<file path="config.mk">
export PLATFORM = sky130hd
export DESIGN_NAME = data_dec
export DESIGN_NICKNAME = d
export VERILOG_FILES = /design/src/rtl/data_dec.sv
export SDC_FILE = /design/constraint.sdc
export NUM_CORES = 1
export LEC_CHECK = 0
export CORE_AREA = 2 2 85 62
export CTS_CLUSTER_DIAMETER = 200
export CTS_CLUSTER_SIZE = 14
export DETAILED_ROUTE_END_ITERATION = 10
export DIE_AREA = 0 0 87 64
export GPL_ROUTABILITY_DRIVEN = 0
export PLACE_DENSITY = 0.73
export SETUP_SLACK_MARGIN = 0.3
export SYNTH_ARGS = -nofsm -noshare
export SYNTH_HDL_FRONTEND = slang
export SYNTH_SLANG_ARGS = --single-unit
</file>
<file path="constraint.sdc">
create_clock -name clk -period 7.8 [get_ports clk]
set_clock_uncertainty 0.2 [all_clocks]
set_input_delay 1.17 -clock clk [delete_from_list [all_inputs] [get_ports clk]]
set_output_delay 1.17 -clock clk [all_outputs]
set_load 0.02 [all_outputs]
</file>
<file path="src/rtl/data_dec.sv">
// Hamming(14,10) command-word decoder with a registered field output stage
// and a 16-word error-history window that reports a saturating error count.

// Combinational single-error-correcting decoder for one 14-bit codeword.
module hamming_decoder #(
   parameter int data_l = 14
) (
   input  logic [data_l-1:0] data_i,
   output logic [9:0]        dec_o,
   output logic [3:0]        syn_o,
   output logic              err_o,
   output logic              unc_o
);

   logic [data_l-1:0] cw;

   // Syndrome: XOR of the position numbers of every set bit. Parity bits sit
   // at positions 1,2,4,8 so a clean word always folds to zero.
   always_comb begin
      syn_o = '0;
      for (int n = 1; n <= data_l; n++)
         if (data_i[n-1]) syn_o = syn_o ^ 4'(n);
   end

   // Flip the bit named by the syndrome; 15 matches no position and passes through.
   always_comb begin
      cw = data_i;
      for (int i = 0; i < data_l; i++)
         if (syn_o == 4'(i + 1)) cw[i] = ~cw[i];
   end

   // Data bits live at positions 3,5,6,7,9..14.
   assign dec_o = {cw[13:8], cw[6:4], cw[2]};
   assign err_o = (syn_o != 4'd0);
   assign unc_o = (syn_o == 4'd15);

endmodule

// Registered decode of mode/speed/direction plus recent-error statistics.
module data_dec #(
   parameter int data_l = 14,
   parameter int cmd_l  = 4
) (
   input  logic              clk,
   input  logic              rst,
   input  logic              avl,
   input  logic [data_l-1:0] data,
   output logic [1:0]        mode,
   output logic [cmd_l-1:0]  speed_cmd,
   output logic [cmd_l-1:0]  dir_cmd,
   output logic [3:0]        err_rate
);

   logic [9:0]  dec;
   logic [3:0]  syn;
   logic        err, unc;
   logic [15:0] win, win_nxt;
   logic [4:0]  ones;

   hamming_decoder #(.data_l(data_l)) hamming_decoder (
      .data_i (data),
      .dec_o  (dec),
      .syn_o  (syn),
      .err_o  (err),
      .unc_o  (unc)
   );

   // Window after the current word shifts in, and its population count, so
   // err_rate updates on the same edge that accepts the word.
   always_comb begin
      win_nxt = {win[14:0], err};
      ones    = '0;
      for (int i = 0; i < 16; i++)
         ones = ones + 5'(win_nxt[i]);
   end

   // Accept one word per edge while avl is high; an uncorrectable word still
   // counts as an error but leaves the command fields untouched.
   always_ff @(posedge clk or posedge rst) begin
      if (rst) begin
         mode      <= '0;
         speed_cmd <= '0;
         dir_cmd   <= '0;
         err_rate  <= '0;
         win       <= '0;
      end else if (avl) begin
         win      <= win_nxt;
         err_rate <= ones[4] ? 4'hF : ones[3:0];
         if (!unc) begin
            mode      <= dec[1:0];
            speed_cmd <= dec[2 +: cmd_l];
            dir_cmd   <= dec[6 +: cmd_l];
         end
      end
   end

endmodule

</file>
Yosys cells after proc, flatten, opt, wreduce, memory -nomap -nowiden

Index checks and enable logic that the tools add are counted.
Widths: inputs -> output; s select.

$add $sub $neg: 15
Multiply operators: 0
Div/mod/pow operators: 0
$lt $le $gt $ge: 0
Eq/ne operators: 11
Shift operators: 0
Muxes and demuxes: 25
Bitwise logic cells: 24
Reductions and logical operators: 2

Operators by type and width:

| operator           | count |
|---|---|
| $add 5x1->5        | 11 |
| $mux 4             | 8 |
| $eq 4x4->1 const B | 7 |
| $eq 4x3->1 const B | 3 |
| $mux 3             | 4 |
| $not 2->2          | 6 |
| $not 3->3          | 4 |
| $mux 1             | 11 |
| $not 1->1          | 11 |
| $add 4x1->5        | 1 |
| $add 3x1->4        | 1 |
| $eq 4x2->1 const B | 1 |
| $mux 2             | 2 |
| $reduce_bool 4->1  | 1 |
| $add 2x1->3        | 1 |
| $not 1->1 const A  | 3 |
| $add 1x1->2        | 1 |
| $reduce_and 2->1   | 1 |

Flip-flop bits (word level): 29
Latch bits: 0
Memory bits (writable): 0
ROM bits: 0
Bits of input ports: 17
Output and inout bits: 14
Logic and storage cells: 82
Memories kept: 0

Logic depth before layout (Yosys ltp)

Depth after elaboration: 41
Mapped depth: 18
Depth with buffers taken out: 18

Hierarchy

A second synthesis with hierarchy kept.

Cell total of the unflattened synthesis: 183
Area total of the unflattened synthesis: 2,008.2 um2

Modules (own cells, without submodules):

| module          | instances | cells each | area an instance (um2) | sequential area each (um2) |
|---|---|---|---|---|
| data_dec        | 1         | 120        | 1,463.9                | 725.7 |
| hamming_decoder | 1         | 63         | 544.3                  | 0.0 |

Worst setup path after synthesis

No wires, ideal clock.

Path kind: input port to flip-flop
From: in data[12]
To: reg err_rate[1]
Setup time: 121 ps
Arrival time: 5,391 ps
Data required time: 7,479 ps
Path slack: 2,088 ps
Stages: 15
Buffers on the path: 0
Cell sequence: xnor3_2 -> xnor3_1 -> nor2b_1 -> nand3_1 -> fa_1 -> inv_1 -> fa_1 -> fa_1 -> fa_1 -> inv_1 -> ha_1 -> fa_1 -> a21oi_1 -> o21ai_0 -> o22a_1

Cells in the longest elaborated chain, start to end: 20

Ends and longest elaborated chain:

| what                        | line | text |
|---|---|---|
| start, declared             | 47   | `input logic [data_l-1:0] data,` |
| $mux 4 *                    | 22   | `if (data_i[n-1]) syn_o = syn_o ^ 4'(n);` |
| $not 3->3 (no source line)  | -    |  |
| $mux 4 *                    | 22   |  |
| $reduce_bool 4->1 *         | 34   | `assign err_o = (syn_o != 4'd0);` |
| net err                     | 56   | `logic err, unc;` |
| $add 1x1->2 *               | 74   | `ones = ones + 5'(win_nxt[i]);` |
| $add 2x1->3 *               | 74   |  |
| $add 3x1->4 *               | 74   |  |
| $add 4x1->5 *               | 74   |  |
| $add 5x1->5 * (11 in a row) | 74   |  |
| $mux 4 *                    | 88   | `err_rate <= ones[4] ? 4'hF : ones[3:0];` |
| end signal, assigned        | 88   |  |
| end, declared               | 51   | `output logic [3:0] err_rate` |

Mark *: on every way through the listed nets, which the timed path passes. The rest lies on a longest branch.
A chain may end at the register's enable or synchronous reset.

Worst setup path in the final report

From: in data[12]
To: reg err_rate[2]

The elaborated chain is that of the path after synthesis.

==> flow_summary.yaml <==
logic_synthesis:
  yosys-top-cells-count: "dfrtp_1, inv_1, mux2_2, nand2_1, o21ai_0"
  synth_warnings: 0
  syn-cell-area_sq_um: 1987
  synth_flop_cell: "dfrtp_1"
  synth_top_cell_area_share: 0.3652
  postSynthRegisterBits: 29
  synthesis.nets: 211
  synth_seq_area_share: 0.3652
  asyncSetResetFlopFracSynth: 1.000
  post_synth_inst_count: 179
  netlist-cell-type-count: 39
  post_synth.cell_area_avg_sq_um: 11.10
  yosysTopAreaCell: "dfrtp_1"
  most_frequent_cell_after_synthesis: "dfrtp_1"
  synth_top_cells_by_area: "dfrtp_1, fa_1, mux2_2"
  synth_edf_count: 0
outcome:
  run_status: "completed"
route:
  routed_wl_um: 3764
  wl_per_cell_um: 13.94
  antenna_left: 0
  drtIter0Drc: 83
  detail_route.vias_per_cell: 4.956
  drc: 0
  routed-via-count: 1338
  firstDrtPassIters: 4
grt:
  grt_util_met1: 0.2577
  grt_pass1_vias: 1377
  track_usage: 0.1586
  grt_start_max_net_pins: 43
  met3_usage: 0.04264
  grt_most_used_layer: "met1"
  globalRoute.totalOverflow: 0
  grt_antenna_before_repair: 0
  wire_length_of_the_first_global_routing_pass_um: 6658
  met2_usage: 0.1975
power:
  power.leakage_uw: 0.001139
  vdd.ir_drop.worst_mv: 0.2260
  power-per-cell-area_nw_per_um2: 414.1
critical_path:
  worst_path_max_delay_cell: "clkdlybuf4s50_1"
  crit_path_frequent_cell: "fa_1"
  worstReg2RegStart: "win[2]"
  r2r_cells: 11
  largest_delay_share_family_worst_path: "adder cells"
  critical_path.cell_chain: "clkdlybuf4s50_1 > xnor3_2 > xnor3_1 > nor2b_1 > nand3_1 > fa_1 > inv_1 > fa_1 > fa_1 > fa_1 > inv_1 > ha_1 > fa_1 > a21oi_1 > o21ai_0 > o22a_1"
  critical_path_arrival_ns: 6.21
  critPathMaxStageDelay_ns: 0.55
  worst_setup_path_end_kind: "flop"
  destination_of_the_worst_register_to_register_timing_path: "err_rate[2]"
  worst-setup-path-type: "in2reg"
  timing.critical_path.depth: 16
  critical_path.max_fanout: 8
  crit_path_start: "data[12]"
  r2r_slack_ns: 3.90
  worst_ep_required_ns: 7.77
  timing.critical_path.buf_inv: 3
  cp-start-kind: "primary input"
  critical_path.endpoint: "err_rate[2]"
finish:
  finish.net_count: 244
  layout-drive-gt1-share: 0.1221
  design_area_sq_um: 2429
  syn_to_final_growth_pct: 22.23
  diodes: 0
  layout.core_utilization: 0.5164
floorplan:
  floorplan.initialDensity: 0.4225
  core_region_area_sq_um: 4703
  die-width_um: 87
  dieHeight_um: 64
  ioPinCount: 31
  placement_rows: 21
  floorplan.die_area_sq_um: 5568
flow_run:
  cap_violations: 0
timing:
  postLayoutSetupSlackWorst_ns: 1.557
  tightest_slew_ns: 1.073
  setup-violations-final: 0
  final_report_hold_violation_count: 0
  rsz0062_at_grt: "false"
  post-route-min-period_ns: 6.243
  fmax_mhz: 160.2
  slew-limit-headroom: 0.2837
  min_period_over_period: 0.8003
  tns_ns: 0
  report.final.slew_viol_count: 0
cts:
  cts.reportedPaths.clkPinSlew_ns: 0.06
  root_buffer_selected_by_cts: "clkbuf_8"
  postCtsResizedCells: 0
  clkSinkCount: 29
  cts.path.max_buffers: 2
  hold_buffers: 0
  cts_inserted_buffers: 5
  tritoncts: "yes"
  clock_insertion_delay_worst_skew_ns: 0.28
  cts.htree.levels: 2
  postCtsSetupBuffers: 0
place:
  dpl_worst_slack_ns: 1.283
  place.port_buffers: 30
  place.detailed.hpwl_um: 2854
  placedInstanceArea_sq_um: 2346
worst_hold_path:
  min_path_cells: 2
  min_path_type: "reg2reg"
==> through the flow <==
step / hold slack [ns] / instances / power [uW]
after floorplan: 0.2530 / 179 / 715.8
after global placement: 0.2594 / 262 / 869.9
after detailed placement: 0.2762 / 262 / 886.3
after CTS: 0.2911 / 270 / 1010
after global routing: 0.3141 / 270 / 1122
final: 0.2850 / 270 / 1006
==> worst min path at each step <==
stage                       from      to  slack, ns
after floorplan           win[3]  win[4]       0.25
after global placement    win[3]  win[4]       0.26
after detailed placement  win[4]  win[5]       0.28
after CTS                 win[4]  win[5]       0.29
after global routing      win[4]  win[5]       0.31
final                     win[4]  win[5]       0.29
==> power breakdown <==
group	leakage (uW)	total, uW	switching [uW]	internal (uW)
clock network	0.0000450	120	57.9	61.7
registers	0.000342	229	28.9	200
logic	0.000753	658	342	315
total	0.00114	1010	429	577
==> final cells by class <==
type                       count  area [sq um]
clock buffer                   6         72.57
clock inverter                 2         10.01
fill                         432          2275
inverter                      24         90.09
multi-input combinational    121          1151
sequential                    29         725.7
tap                           57         71.32
timing repair buffer          31         307.8
==> per-layer routing <==
layer  wire, um  vias up  part of all wire
met5          0        -                 0
met4         51        0             0.014
met3        146        7             0.039
met2       1448       26              0.38
met1       2118      634              0.56
li1           -      671                 -
==> placed cells by master (no fill, tap or decap), drive strengths merged, types with 2 or more instances in the layout <==
master	n
clkdlybuf4s50	30
dfrtp	29
inv	24
mux2	13
nand2	13
o21ai	12
fa	10
nor2	10
xnor2	6
clkbuf	6
xnor3	6
xor2	5
ha	5
nor2b	4
o22a	4
xor3	3
a21oi	3
a21o	3
mux2i	3
a22oi	3
nand3	2
nand2b	2
clkinv	2
nor3	2
==> flip-flops by register name (all words and copies together), names as in the netlist <==
| name | flops |
|---|---|
| speed_cmd | 4 |
| err_rate | 4 |
| mode | 2 |
| win | 15 |
| dir_cmd | 4 |
==> cells by family (layout without fill, tap and decap cells) <==
kind of cell / Yosys count / in the layout / synth area share
AOI/OAI and AO/OA: 30 / 30 / 0.1020
xor gates and xnor gates: 20 / 20 / 0.1537
adders and majority gates: 15 / 15 / 0.1322
buffers and inverters: 29 / 63 / 0.05541
DFF: 29 / 29 / 0.3652
muxes: 16 / 16 / 0.08879
and+or+nand+nor: 40 / 40 / 0.1027
==> worst min-delay path, delay by kind of cell, from the launching register on <==
family	cells	cell delay, ns
simple gates	1	0.05
flops	1	0.34
compound gates	1	0.06
No activity file was read; power rests on OpenSTA's default activity.
==> RTL edit (config.mk and constraints unchanged) <==
`data_l` is set to 14 in 2 places; all go to 28.
--- a/src/rtl/data_dec.sv
+++ b/src/rtl/data_dec.sv
@@ -5,3 +5,3 @@
 module hamming_decoder #(
-   parameter int data_l = 14
+   parameter int data_l = 28
 ) (
@@ -40,3 +40,3 @@
 module data_dec #(
-   parameter int data_l = 14,
+   parameter int data_l = 28,
    parameter int cmd_l  = 4
Ports: changed (resized data); port bits go from 31 to 45. The function was not compared with the original's and may differ.
==> RTL edit against the unedited design <==
Power up 41%. Register-to-register slack lost 0.11 ns. Count of clock-buffer cells in the layout down 1. Via count grew 30%. Synthesized area rose by 14%. Wire length increased by 28%. Worst setup slack worse by 0.39 ns. Sequential cell count stayed put. Fmax down 5.9%. Critical path depth increased by 1. Cell count grew 18%. Final area is 20% higher.
==> RTL edit: results (changes against the unedited design) <==
Status
  • Status: completed

Critical path
  • CP max stage delay: 0.53 ns (-0.02 ns)
  • Critical path's slowest cell: fa_1
  • R2R Path Start: win[0]
  • Worst-path maximum fanout: 7 (-1)
  • Data arrival, critical path: 6.60 ns (+0.39 ns)

Routing
  • Post-DR wirelength/cell: 15.12 µm (+8.5%)
  • WL met3: 203 µm (+39%)
  • Metal2 WL: 2057 µm (+42%)
  • Met1 WL: 2548 µm (+20%)
  • Initial DRC Count: 154 (+86%)
  • Routed via count: 1733 (+30%)

Synthesis
  • Top-area cell type share of the netlist area: 31.90% (-4.6 points)
  • Compound-Gate Fraction of Synth Area: 14.30% (+4.1 points)
  • Unique masters post-synth: 49 (+26%)
  • Synth Instances: 213 (+19%)
  • XOR/XNOR Fraction of Synth Area: 21.84% (+6.5 points)
  • Cells taking the most area after synthesis: dfrtp_1 32%, fa_1 8.8%, xnor2_1 5.0%
  • Syn Nets: 259 (+23%)
  • Post-synth top cells: 29 x dfrtp_1, 24 x inv_1, 15 x nand2_1
  • Post-synth ARST share: 100.0% (unchanged)
  • Multiplexer share of the synthesized area: 3.905% (-5.0 points)
  • Register area share after synthesis: 31.90% (-4.6 points)
  • Adder-Cell Fraction of Synth Area: 11.55% (-1.7 points)

Pwr
  • Clk pwr: 187 µW (+56%)
  • Sequential Power Share: 17.5% (-5.2 points)
  • Internal power: 785.4 µW (+36%)
  • Switch Pwr: 628.2 µW (+46%)
  • Worst vdd ir: 0.5202 mV (+130%)

Placed design
  • DP HPWL: 3684 µm (+29%)
  • Placed Area: 2780 µm² (+19%)
  • Post-Place Worst Slack: 0.9294 ns (-0.3536 ns)
  • Placed Cells: 311 (+19%)
  • IO buf count: 43 (+43%)

Global routing
  • First-pass GRT wire length: 8376 µm (+26%)
  • Vias in the first global route: 1707 (+24%)
  • GR Util All Layers: 19.45% (+3.6 points)
  • M2 GR Usage: 27.19% (+7.4 points)
  • Met1 usage: 29.99% (+4.2 points)

Worst hold path
  • Min-delay src: win[6]
  • Hold Path Sink: win[7]

STA
  • Rel. slew slack: 27.45% (-0.91 points)
  • Worst Hold Slack: 0.2879 ns (+0.002864 ns)

Cells and area
  • Final cell count without fillers: 319 (+18%)
  • Fillers: 391 (-9.5%)
[RTL edit: cell types whose count changed after synthesis, sizes merged, moves of 4 or more]
cell	delta
xor2	+4
nor2b	-4
a21oi	+4
nand3	+4
mux2	-6
xnor2	+16
[RTL edit: cell type report]
class / count / area (µm²) / area share [%]
inverters: 24 / 90.09 / 3.091
clock inverters: 3 / 65.06 / 2.233
clock buffers: 5 / 68.82 / 2.362
well taps: 57 / 71.32 / 2.447
flip-flops and latches: 29 / 725.7 / 24.90
repair buffers: 46 / 452.9 / 15.54
multi-input cells: 155 / 1440 / 49.42
[RTL edit: how the worst max path moves through the flow]
| stage | slack, ns | endpoint | startpoint |
|---|---|---|---|
| after floorplan | 1.82 | err_rate[2] | data[22] |
| after global placement | 0.96 | err_rate[2] | data[6] |
| after detailed placement | 0.93 | err_rate[2] | data[6] |
| after CTS | 1.16 | err_rate[2] | data[6] |
| after global routing | 0.85 | err_rate[2] | data[6] |
| final | 1.17 | err_rate[2] | data[6] |
